### src/rtl/line_window_gen.sv
// line_window_gen: turns a raster pixel stream into KERNEL x KERNEL sliding windows
// using KERNEL-1 line buffers, stride 1 or 2, and a one-deep output register.
module line_window_gen #(
   parameter int PIXEL_WIDTH = 8,
   parameter int KERNEL      = 3,
   parameter int MAX_COLS    = 64,
   parameter int DIM_WIDTH   = 8
) (
   input  logic                                 clk,
   input  logic                                 reset,
   input  logic                                 start,
   input  logic [DIM_WIDTH-1:0]                 row_size,
   input  logic [DIM_WIDTH-1:0]                 col_size,
   input  logic [1:0]                           stride,
   input  logic [PIXEL_WIDTH-1:0]               pix_data,
   input  logic                                 pix_valid,
   output logic                                 pix_ready,
   output logic [KERNEL*KERNEL*PIXEL_WIDTH-1:0] win_data,
   output logic                                 win_valid,
   input  logic                                 win_rdy,
   output logic                                 win_last,
   output logic                                 busy,
   output logic                                 done,
   output logic                                 size_err
);
   localparam int AW = (MAX_COLS > 1) ? $clog2(MAX_COLS) : 1;
   localparam int WW = KERNEL*KERNEL*PIXEL_WIDTH;
   localparam logic [DIM_WIDTH:0]   K_EXT    = (DIM_WIDTH+1)'(KERNEL);
   localparam logic [DIM_WIDTH:0]   MAXC_EXT = (DIM_WIDTH+1)'(MAX_COLS);
   localparam logic [DIM_WIDTH-1:0] KM1      = DIM_WIDTH'(KERNEL-1);
   localparam logic [DIM_WIDTH-1:0] ONE      = DIM_WIDTH'(1);

   typedef enum logic [1:0] {IDLE, RUN, FLUSH} state_t;

   state_t                 state_q, state_d;
   logic [DIM_WIDTH-1:0]   rows_q, rows_d;
   logic [DIM_WIDTH-1:0]   cols_q, cols_d;
   logic [1:0]             stride_q, stride_d;
   logic [DIM_WIDTH-1:0]   row_idx_q, row_idx_d;
   logic [DIM_WIDTH-1:0]   col_idx_q, col_idx_d;
   logic                   win_valid_q, win_valid_d;
   logic                   win_last_q, win_last_d;
   logic                   done_q, done_d;
   logic                   size_err_q, size_err_d;
   logic [WW-1:0]          win_data_q, win_data_d;

   logic [PIXEL_WIDTH-1:0] lb_mem   [KERNEL-1][MAX_COLS];
   logic [PIXEL_WIDTH-1:0] col_vec  [KERNEL];
   logic [PIXEL_WIDTH-1:0] win_sr_q [KERNEL][KERNEL];
   logic [PIXEL_WIDTH-1:0] win_sr_d [KERNEL][KERNEL];
   logic [AW-1:0]          lb_addr;

   logic accept, cfg_legal, win_hit, win_is_last, at_last_pix;

   assign pix_ready = (state_q == RUN) && (!win_valid_q || win_rdy);
   assign accept    = pix_ready && pix_valid;
   assign lb_addr   = col_idx_q[AW-1:0];

   assign cfg_legal = ({1'b0, row_size} >= K_EXT) && ({1'b0, col_size} >= K_EXT) &&
                      ({1'b0, col_size} <= MAXC_EXT) && ((stride == 2'd1) || (stride == 2'd2));

   // (r-K+1) is even exactly when r and K-1 share their LSB
   assign win_hit = (row_idx_q >= KM1) && (col_idx_q >= KM1) &&
                    ((stride_q == 2'd1) ||
                     ((row_idx_q[0] == KM1[0]) && (col_idx_q[0] == KM1[0])));

   assign win_is_last =
      (({1'b0, row_idx_q} + {{(DIM_WIDTH-1){1'b0}}, stride_q}) >= {1'b0, rows_q}) &&
      (({1'b0, col_idx_q} + {{(DIM_WIDTH-1){1'b0}}, stride_q}) >= {1'b0, cols_q});

   assign at_last_pix = (row_idx_q == rows_q - ONE) && (col_idx_q == cols_q - ONE);

   // Column entering the window: oldest buffered row first, live pixel last
   always_comb begin
      for (int unsigned i = 0; i < KERNEL-1; i++) begin
         col_vec[i] = lb_mem[i][lb_addr];
      end
      col_vec[KERNEL-1] = pix_data;
   end

   always_comb begin
      win_sr_d    = win_sr_q;
      win_data_d  = win_data_q;
      win_valid_d = win_valid_q;
      win_last_d  = win_last_q;
      if (win_valid_q && win_rdy) begin
         win_valid_d = 1'b0;
         win_last_d  = 1'b0;
      end
      if (accept) begin
         for (int unsigned i = 0; i < KERNEL; i++) begin
            for (int unsigned j = 0; j < KERNEL-1; j++) begin
               win_sr_d[i][j] = win_sr_q[i][j+1];
            end
            win_sr_d[i][KERNEL-1] = col_vec[i];
         end
         if (win_hit) begin
            win_valid_d = 1'b1;
            win_last_d  = win_is_last;
            for (int unsigned i = 0; i < KERNEL; i++) begin
               for (int unsigned j = 0; j < KERNEL; j++) begin
                  win_data_d[(i*KERNEL+j)*PIXEL_WIDTH +: PIXEL_WIDTH] = win_sr_d[i][j];
               end
            end
         end
      end
   end

   always_comb begin
      state_d    = state_q;
      rows_d     = rows_q;
      cols_d     = cols_q;
      stride_d   = stride_q;
      row_idx_d  = row_idx_q;
      col_idx_d  = col_idx_q;
      done_d     = 1'b0;
      size_err_d = 1'b0;
      case (state_q)
         IDLE: begin
            if (start) begin
               if (cfg_legal) begin
                  state_d   = RUN;
                  rows_d    = row_size;
                  cols_d    = col_size;
                  stride_d  = stride;
                  row_idx_d = '0;
                  col_idx_d = '0;
               end else begin
                  size_err_d = 1'b1;
                  done_d     = 1'b1;
               end
            end
         end
         RUN: begin
            if (accept) begin
               if (col_idx_q == cols_q - ONE) begin
                  col_idx_d = '0;
                  row_idx_d = row_idx_q + ONE;
               end else begin
                  col_idx_d = col_idx_q + ONE;
               end
               if (at_last_pix) state_d = FLUSH;
            end
         end
         FLUSH: begin
            if (!win_valid_d) begin
               done_d  = 1'b1;
               state_d = IDLE;
            end
         end
         default: state_d = IDLE;
      endcase
   end

   always_ff @(posedge clk) begin
      if (reset) begin
         state_q     <= IDLE;
         rows_q      <= '0;
         cols_q      <= '0;
         stride_q    <= 2'd1;
         row_idx_q   <= '0;
         col_idx_q   <= '0;
         win_valid_q <= 1'b0;
         win_last_q  <= 1'b0;
         done_q      <= 1'b0;
         size_err_q  <= 1'b0;
      end else begin
         state_q     <= state_d;
         rows_q      <= rows_d;
         cols_q      <= cols_d;
         stride_q    <= stride_d;
         row_idx_q   <= row_idx_d;
         col_idx_q   <= col_idx_d;
         win_valid_q <= win_valid_d;
         win_last_q  <= win_last_d;
         done_q      <= done_d;
         size_err_q  <= size_err_d;
      end
   end

   always_ff @(posedge clk) begin
      win_sr_q   <= win_sr_d;
      win_data_q <= win_data_d;
   end

   always_ff @(posedge clk) begin
      if (accept) begin
         for (int unsigned i = 0; i < KERNEL-1; i++) begin
            lb_mem[i][lb_addr] <= col_vec[i+1];
         end
      end
   end

   assign win_data  = win_data_q;
   assign win_valid = win_valid_q;
   assign win_last  = win_last_q;
   assign busy      = (state_q != IDLE);
   assign done      = done_q;
   assign size_err  = size_err_q;

endmodule

### config.mk
export PLATFORM = sky130hd
export DESIGN_NAME = line_window_gen
export DESIGN_NICKNAME = d
export VERILOG_FILES = /design/src/rtl/line_window_gen.sv
export SDC_FILE = /design/constraint.sdc
export NUM_CORES = 1
export LEC_CHECK = 0
export CORE_UTILIZATION = 49
export DETAILED_ROUTE_END_ITERATION = 6
export PLACE_DENSITY_LB_ADDON = 0.08
export SKIP_CTS_REPAIR_TIMING = 1
export SYNTH_ARGS = -nofsm -noshare
export SYNTH_HDL_FRONTEND = slang
export SYNTH_SLANG_ARGS = --single-unit
export TNS_END_PERCENT = 100
### constraint.sdc
create_clock -name clk -period 12.5 [get_ports clk]
set_clock_uncertainty 0.2 [all_clocks]
set_input_delay 1.875 -clock clk [delete_from_list [all_inputs] [get_ports clk]]
set_output_delay 1.875 -clock clk [all_outputs]
set_load 0.05 [all_outputs]
==> impl_metrics.csv, run 1 <==
group,metric,value,unit
yosys,ys_warn_count,0,
clock_network,cts_buffers,130,
clock_network,clk_path_buf_depth,3,
timing,finalSetupViolCount,0,
yosys,synth-async-reset-ratio,0,
timing,tightest_slew,1.32,ns
global_routing,first_global_vias,25600,
detailed_routing,via_per_inst,6.32,
critical_path,rr_startpoint,"col_idx_q[0]",
critical_path,path_cells,"buf_4 -> buf_4 -> buf_4 -> nor3_1 -> buf_4 -> a222oi_1 -> o22a_1 -> nand4_1 -> buf_4",
finish,area_delta_synth_final,15.1,%
finish,final_util,0.568,
yosys,synth.net_count,2657,
power,p_per_area,155,mW/mm²
yosys,muxShareOfSynthArea,0.0839,
status,outcome,"complete, no violations",
yosys,yosysUniqueCellTypes,82,
place,dp.cells,3925,
yosys,synth_edf_count,1144,
critical_path,r2r_slack,6.77,ns
hold_path,hold_depth,0,
timing,fmax,0.174,GHz
finish,final-instance-count-excl-fill,4152,
timing,relSlewSlack,0.122,
yosys,synth_xor_area_frac,0.00799,
yosys,syn_inst,2600,
floorplan,fp.dieArea,0.0951,mm²
global_routing,top_usage_layer,"met2",
place,hpwl,77.2,mm
power,irDropWorstVdd,0.120,mV
floorplan,rows,112,
floorplan,start_util,0.494,
global_routing,grt_first_pass_wirelength,189,mm
critical_path,reg2regPathDepth,9,
place,numPortBuffers,108,
global_routing,grtUsageMet1,0.397,
yosys,syn_area_per_cell,17.7,µm²
critical_path,worst-path-max-fanout,47,
timing,finalHoldViolCount,0,
finish,final_nets,2860,
critical_path,critical_path.top_delay_family,"buffers and inverters",
detailed_routing,drtIter0Drc,3514,
hold_path,hp-start,"win_sr_q[14]",
yosys,synthAdderAreaFrac,0.00740,
finish,drive_gt1_frac,0.171,
detailed_routing,final_antenna_net_count,0,
timing,rsz0062_at_grt,"no",
power,power,8.19,mW
critical_path,crit_buf_inv,5,
detailed_routing,drc,0,
detailed_routing,drt-total-wl,133,mm
clock_network,path_clk_slew,0.06,ns
clock_network,ctsHtreeMaxLevel,4,
clock_network,cts_root_buf,"clkbuf_16",
power,p_leak,16.8,nW
yosys,syn-cell-area,0.0460,mm²
floorplan,io_pins,109,
place,place_ws,6.82,ns
floorplan,die_h,308,µm
floorplan,die_w,308,µm
global_routing,grt_max_degree,101,
critical_path,start_kind,"flip-flop",
floorplan,core,0.0932,mm²
timing,worst_slack,6.77,ns
detailed_routing,vias,26200,
timing,period_share,0.459,
clock_network,clock_latency,0.73,ns
yosys,ys_seq_area_frac,0.764,
timing,fin_crit,5.73,ns
detailed_routing,first_pass_iters,6,
flow_run,drv_cap,0,
global_routing,grt_use_total,0.282,
global_routing,grt_use_met2,0.435,
global_routing,met3_usage,0.0587,
place,routabilityCongestion,0.890,
critical_path,crit_type,"reg2reg",
critical_path,worstPathRequired,12.72,ns
hold_path,min_to,"win_data[54]",
yosys,synth_ff_type,"edfxtp_1",
critical_path,rr_endpoint,"win_data[40]",
critical_path,cp-end-kind,"flip-flop",
timing,drv_slew,0,
hold_path,holdCritPathClass,"reg2reg",
critical_path,slowest_delay,0.72,ns
global_routing,antenna_found_initial,2,
critical_path,cp_slowest_cell,"buf_4",
clock_network,tritoncts,"built",
yosys,ys_ff_latch,1184,
critical_path,cp.arrival,5.95,ns
timing,finalSetupTns,0,ns
yosys,yosys.area_share.simple,0.0381,
clock_network,cts.sinks,1184,
detailed_routing,avgRoutedWirePerCell,32.0,µm
yosys,synth_compound_area_frac,0.0795,
global_routing,gr-total-overflow,0,
critical_path,cpMostUsedCell,"buf_4",
yosys,synth_top_family_by_area,"multiplexers",
cell usage in the layout, fill, tap and decap left out, drive strengths merged, types with 4 or more instances in the layout:
cell type,count
buf,134
nor2,146
clkbuf,161
nor2b,11
a21o,4
mux2i,91
mux4,82
edfxtp,1144
o22ai,44
nor3b,4
or4,12
inv,32
a221o,18
clkinv,47
o211ai,4
a222oi,8
ha,24
a21oi,95
nor4,9
and2,5
o22a,10
o21ai,74
mux2,98
bufinv,11
a31oi,7
or3,5
xnor2,23
nand2,100
xor2,19
nor3,12
a221oi,114
and3,10
nand4,9
nand3,31
a211oi,19
dfxtp,40
a22oi,58
a22o,16
clkdlybuf4s50,100
nand2b,7
per-layer routing:
metal	up-vias	routed length, µm
met1	13600	53900
met2	1466	61800
li1	11000	-
met3	245	12600
met5	-	27
met4	4	4660
final cells by class:
cell class,count,area (µm²)
Clock inverter,64,591
Antenna cell,2,5.00
Multi-Input combinational cell,1225,10100
Inverter,28,106
Timing Repair Buffer,234,2010
Sequential cell,1184,35200
Fill cell,7134,40200
Clock buffer,161,3450
Tap cell,1254,1570
registers in the layout (all words and copies together), names as in the netlist:
name / flops
col_idx_q: 8
cols_q: 8
done: 1
lb_mem: 1024
row_idx_q: 8
rows_q: 8
size_err: 1
state_q: 2
stride_q: 2
win_data: 72
win_last: 1
win_sr_q: 48
win_valid: 1
power breakdown:
part / internal [mW] / switching (mW) / leakage (nW) / total, mW
Sequential: 4.34 / 0.00500 / 10.6 / 4.35
Clock: 2.18 / 1.51 / 1.97 / 3.69
Combinational: 0.0390 / 0.119 / 4.26 / 0.158
metrics by stage:
stage	area [µm²]	hold WS, ns
after CTS	53000	0.218
after global placement	48900	0.201
after detailed placement	48900	0.205
final	53000	0.217
after global routing	53000	0.224
after floorplan	46000	0.200
cells by family after synthesis:
logic type               after synthesis
adder cells (fa/ha/maj)               26
AND/OR/NAND/NOR                      374
buffers and inverters                191
multiplexers                         271
AO/OA/AOI/OAI                        512
XOR/XNOR                              42
flip-flops                          1184
cells in the mapped netlist (8+ instances only):
| master | number | share of area |
|---|---|---|
| nor2b_1 | 10 | 0.0014 |
| a221oi_1 | 114 | 0.022 |
| o21ai_1 | 12 | 0.0013 |
| a21oi_1 | 95 | 0.010 |
| a221o_1 | 18 | 0.0039 |
| or4_1 | 11 | 0.0018 |
| buf_2 | 69 | 0.0075 |
| xnor2_1 | 23 | 0.0044 |
| mux2_1 | 21 | 0.0051 |
| inv_1 | 24 | 0.0020 |
| nand2_1 | 99 | 0.0081 |
| o22a_1 | 10 | 0.0019 |
| a222oi_1 | 8 | 0.0017 |
| mux4_2 | 82 | 0.040 |
| o22ai_1 | 43 | 0.0058 |
| nor4_1 | 8 | 0.0011 |
| mux2i_1 | 91 | 0.020 |
| o21ai_0 | 62 | 0.0067 |
| mux2_2 | 77 | 0.019 |
| nand3_1 | 31 | 0.0034 |
| a22oi_1 | 58 | 0.0095 |
| buf_1 | 8 | 0.00065 |
| and3_1 | 9 | 0.0012 |
| clkbuf_1 | 68 | 0.0055 |
| ha_1 | 24 | 0.0065 |
| nor2_1 | 146 | 0.012 |
| a211oi_1 | 19 | 0.0031 |
| nand4_1 | 9 | 0.0012 |
| edfxtp_1 | 1144 | 0.75 |
| xor2_1 | 19 | 0.0036 |
| dfxtp_1 | 40 | 0.017 |
| buf_4 | 14 | 0.0023 |
| a22o_1 | 16 | 0.0030 |
| nor3_1 | 11 | 0.0012 |
worst max path at each step:
stage,startpoint,endpoint,cells past startpoint
after detailed placement,col_idx_q[0],lb_mem[0][392],9
final,col_idx_q[0],win_data[40],9
after global routing,col_idx_q[0],win_data[40],9
after CTS,col_idx_q[0],lb_mem[0][496],9
after floorplan,win_rdy,lb_mem[0][144],7
after global placement,col_idx_q[0],win_sr_q[24],9
worst register-to-register path, cell delays in order (launching register included):
cell and delay, ns:
dfxtp_4 0.70, buf_4 0.59, buf_4 0.74, buf_4 0.72, nor3_1 0.16, buf_4 0.24
a222oi_1 0.58, o22a_1 0.23, nand4_1 0.70, buf_4 0.55
(Power assumes the default switching activity.)
==> run 2: changes to the inputs <==
Clock period 12.5 ns to 4.9 ns, I/O delays scaled along.
==> run 2 against run 1 <==
Wire length increased by 2.0%. Via count increased by 1.6%. Final cell count rose by 1.3%. Sequential cell count is the same. Non-clock buffer count increased by 64. Global-route usage rose by 0.70 points. Critical path type unchanged.
==> impl_metrics.csv, run 2 (same netlist as run 1, synthesis figures left out) <==
group,metric,value,unit
status,outcome,"complete, no violations",
critical_path,rr_endpoint,"lb_mem[0][195]",
timing,finalSetupTns,0,ns
hold_path,holdCritPathClass,"reg2reg",
flow_run,drv_cap,0,
place,numPortBuffers,108,
power,pwr-share-seq,0.548,
floorplan,die_w,308,µm
timing,fin_crit,4.33,ns
finish,drive_gt1_frac,0.192,
clock_network,clk_path_buf_depth,3,
global_routing,grt_max_degree,75,
global_routing,gr-total-overflow,0,
timing,drv_slew,0,
timing,finalHoldViolCount,0,
clock_network,path_clk_slew,0.06,ns
power,p_per_area,379,mW/mm²
finish,n_antenna_cell,0,
critical_path,start_kind,"flip-flop",
finish,final-instance-count-excl-fill,4205,
timing,rsz0062_at_grt,"no",
timing,relSlewSlack,0.288,
power,p_leak,17.1,nW
clock_network,ctsHtreeMaxLevel,3,
power,comb_power_share,0.020,
power,clockPowerShare,0.432,
critical_path,crit_type,"reg2reg",
global_routing,grt_use_total,0.289,
global_routing,first_global_vias,26000,
global_routing,grt_first_pass_wirelength,193,mm
timing,period_share,0.884,
finish,final_nets,2914,
place,hpwl,83.4,mm
finish,largest_register,"lb_mem",
hold_path,min_to,"win_data[51]",
detailed_routing,final_antenna_net_count,0,
detailed_routing,drtIter0Drc,3254,
detailed_routing,first_pass_iters,6,
detailed_routing,drc,0,
detailed_routing,vias,26600,
clock_network,cts_root_buf,"clkbuf_16",
hold_path,hp-start,"win_sr_q[11]",
critical_path,rr_startpoint,"col_idx_q[2]",
floorplan,die_h,308,µm
timing,tightest_slew,1.07,ns
hold_path,hold_depth,0,
floorplan,fp.dieArea,0.0951,mm²
finish,largest_register_ffs,1024,
critical_path,r2r_slack,0.57,ns
place,dp.cells,3989,
detailed_routing,drt-total-wl,136,mm
detailed_routing,avgRoutedWirePerCell,32.3,µm
finish,layout_commonest_cell,"edfxtp_1",
clock_network,cts.sinks,1184,
power,irDropWorstVdd,0.305,mV
critical_path,worst-path-max-fanout,48,
critical_path,cp.arrival,4.49,ns
finish,final_cell_mix,"edfxtp_1, buf_4, nor2_1",
place,routabilityCongestion,0.908,
critical_path,cp-end-kind,"flip-flop",
timing,fmax,0.231,GHz
floorplan,io_pins,109,
power,p_int,16.1,mW
finish,area_delta_synth_final,15.9,%
floorplan,core,0.0932,mm²
global_routing,antenna_found_initial,1,
critical_path,reg2regPathDepth,8,
clock_network,clock_latency,0.72,ns
critical_path,worstPathRequired,5.06,ns
detailed_routing,via_per_inst,6.34,
timing,finalSetupViolCount,0,
power,swShare,0.204,
floorplan,start_util,0.494,
clock_network,tritoncts,"built",
floorplan,rows,112,
power,p_sw,4.12,mW
clock_network,cts_buffers,120,
## run 2: how the worst max path moves through the flow
stage / cells past startpoint / to / slack [ns] / start
CTS: 8 / lb_mem[0][275] / 0.71 / col_idx_q[2]
finish: 8 / lb_mem[0][195] / 0.57 / col_idx_q[2]
detailed placement: 6 / lb_mem[0][381] / 0.74 / col_idx_q[0]
global placement: 6 / lb_mem[0][269] / 0.72 / col_idx_q[0]
global route: 8 / lb_mem[0][275] / 0.49 / col_idx_q[2]
floorplan: 8 / state_q[1] / 0.51 / win_rdy
## run 2: worst max-delay path, cell delays in order, from the launching register on
cell and delay, ns:
dfxtp_4 0.88, buf_12 0.36, mux2_2 0.37, a221oi_1 0.33, nor2_1 0.10, o21ai_0 0.74
o2111a_1 0.39, nand4_1 0.14, buf_4 0.36
## run 2: power groups by stage
stage / combinational (mW) / sequential (mW) / clock (mW)
2_1_floorplan: 0.163 / 11.3 / 0
3_3_place_gp: 0.394 / 11.3 / 0
3_5_place_dp: 0.405 / 11.3 / 0
4_1_cts: 0.406 / 11.1 / 8.85
5_1_grt: 0.432 / 11.1 / 9.22
6_report: 0.408 / 11.1 / 8.73
## run 2: cell type report
cell class / instances / area, µm²
Inverter: 28 / 106
Multi-Input combinational cell: 1225 / 10000
Clock buffer: 137 / 3090
Timing Repair Buffer: 298 / 2690
Fill cell: 7111 / 39900
Sequential cell: 1184 / 35200
Tap cell: 1254 / 1570
Clock inverter: 79 / 642
## run 2: per-layer routing
layer / GRT usage / routed length (µm) / share of wire / vias to the layer above
met5: 0 / 13 / 0.000096 / -
met4: 0.0956 / 4660 / 0.034 / 2
met3: 0.0583 / 12700 / 0.093 / 229
met2: 0.450 / 63200 / 0.47 / 1450
met1: 0.409 / 55100 / 0.41 / 13900
li1: - / - / - / 11100
## run 2: per-stage QoR
step | area, µm² | worst slack (ns) | total power, mW | utilization | hold WS [ns]
floorplan | 46000 | 0.511 | 11.5 | - | 0.200
global placement | 49600 | 0.719 | 11.7 | 0.532 | 0.201
detailed placement | 49600 | 0.739 | 11.7 | 0.532 | 0.205
CTS | 53300 | 0.708 | 20.3 | 0.572 | 0.210
global route | 53300 | 0.494 | 20.7 | 0.572 | 0.221
finish | 53300 | 0.571 | 20.2 | 0.572 | 0.216
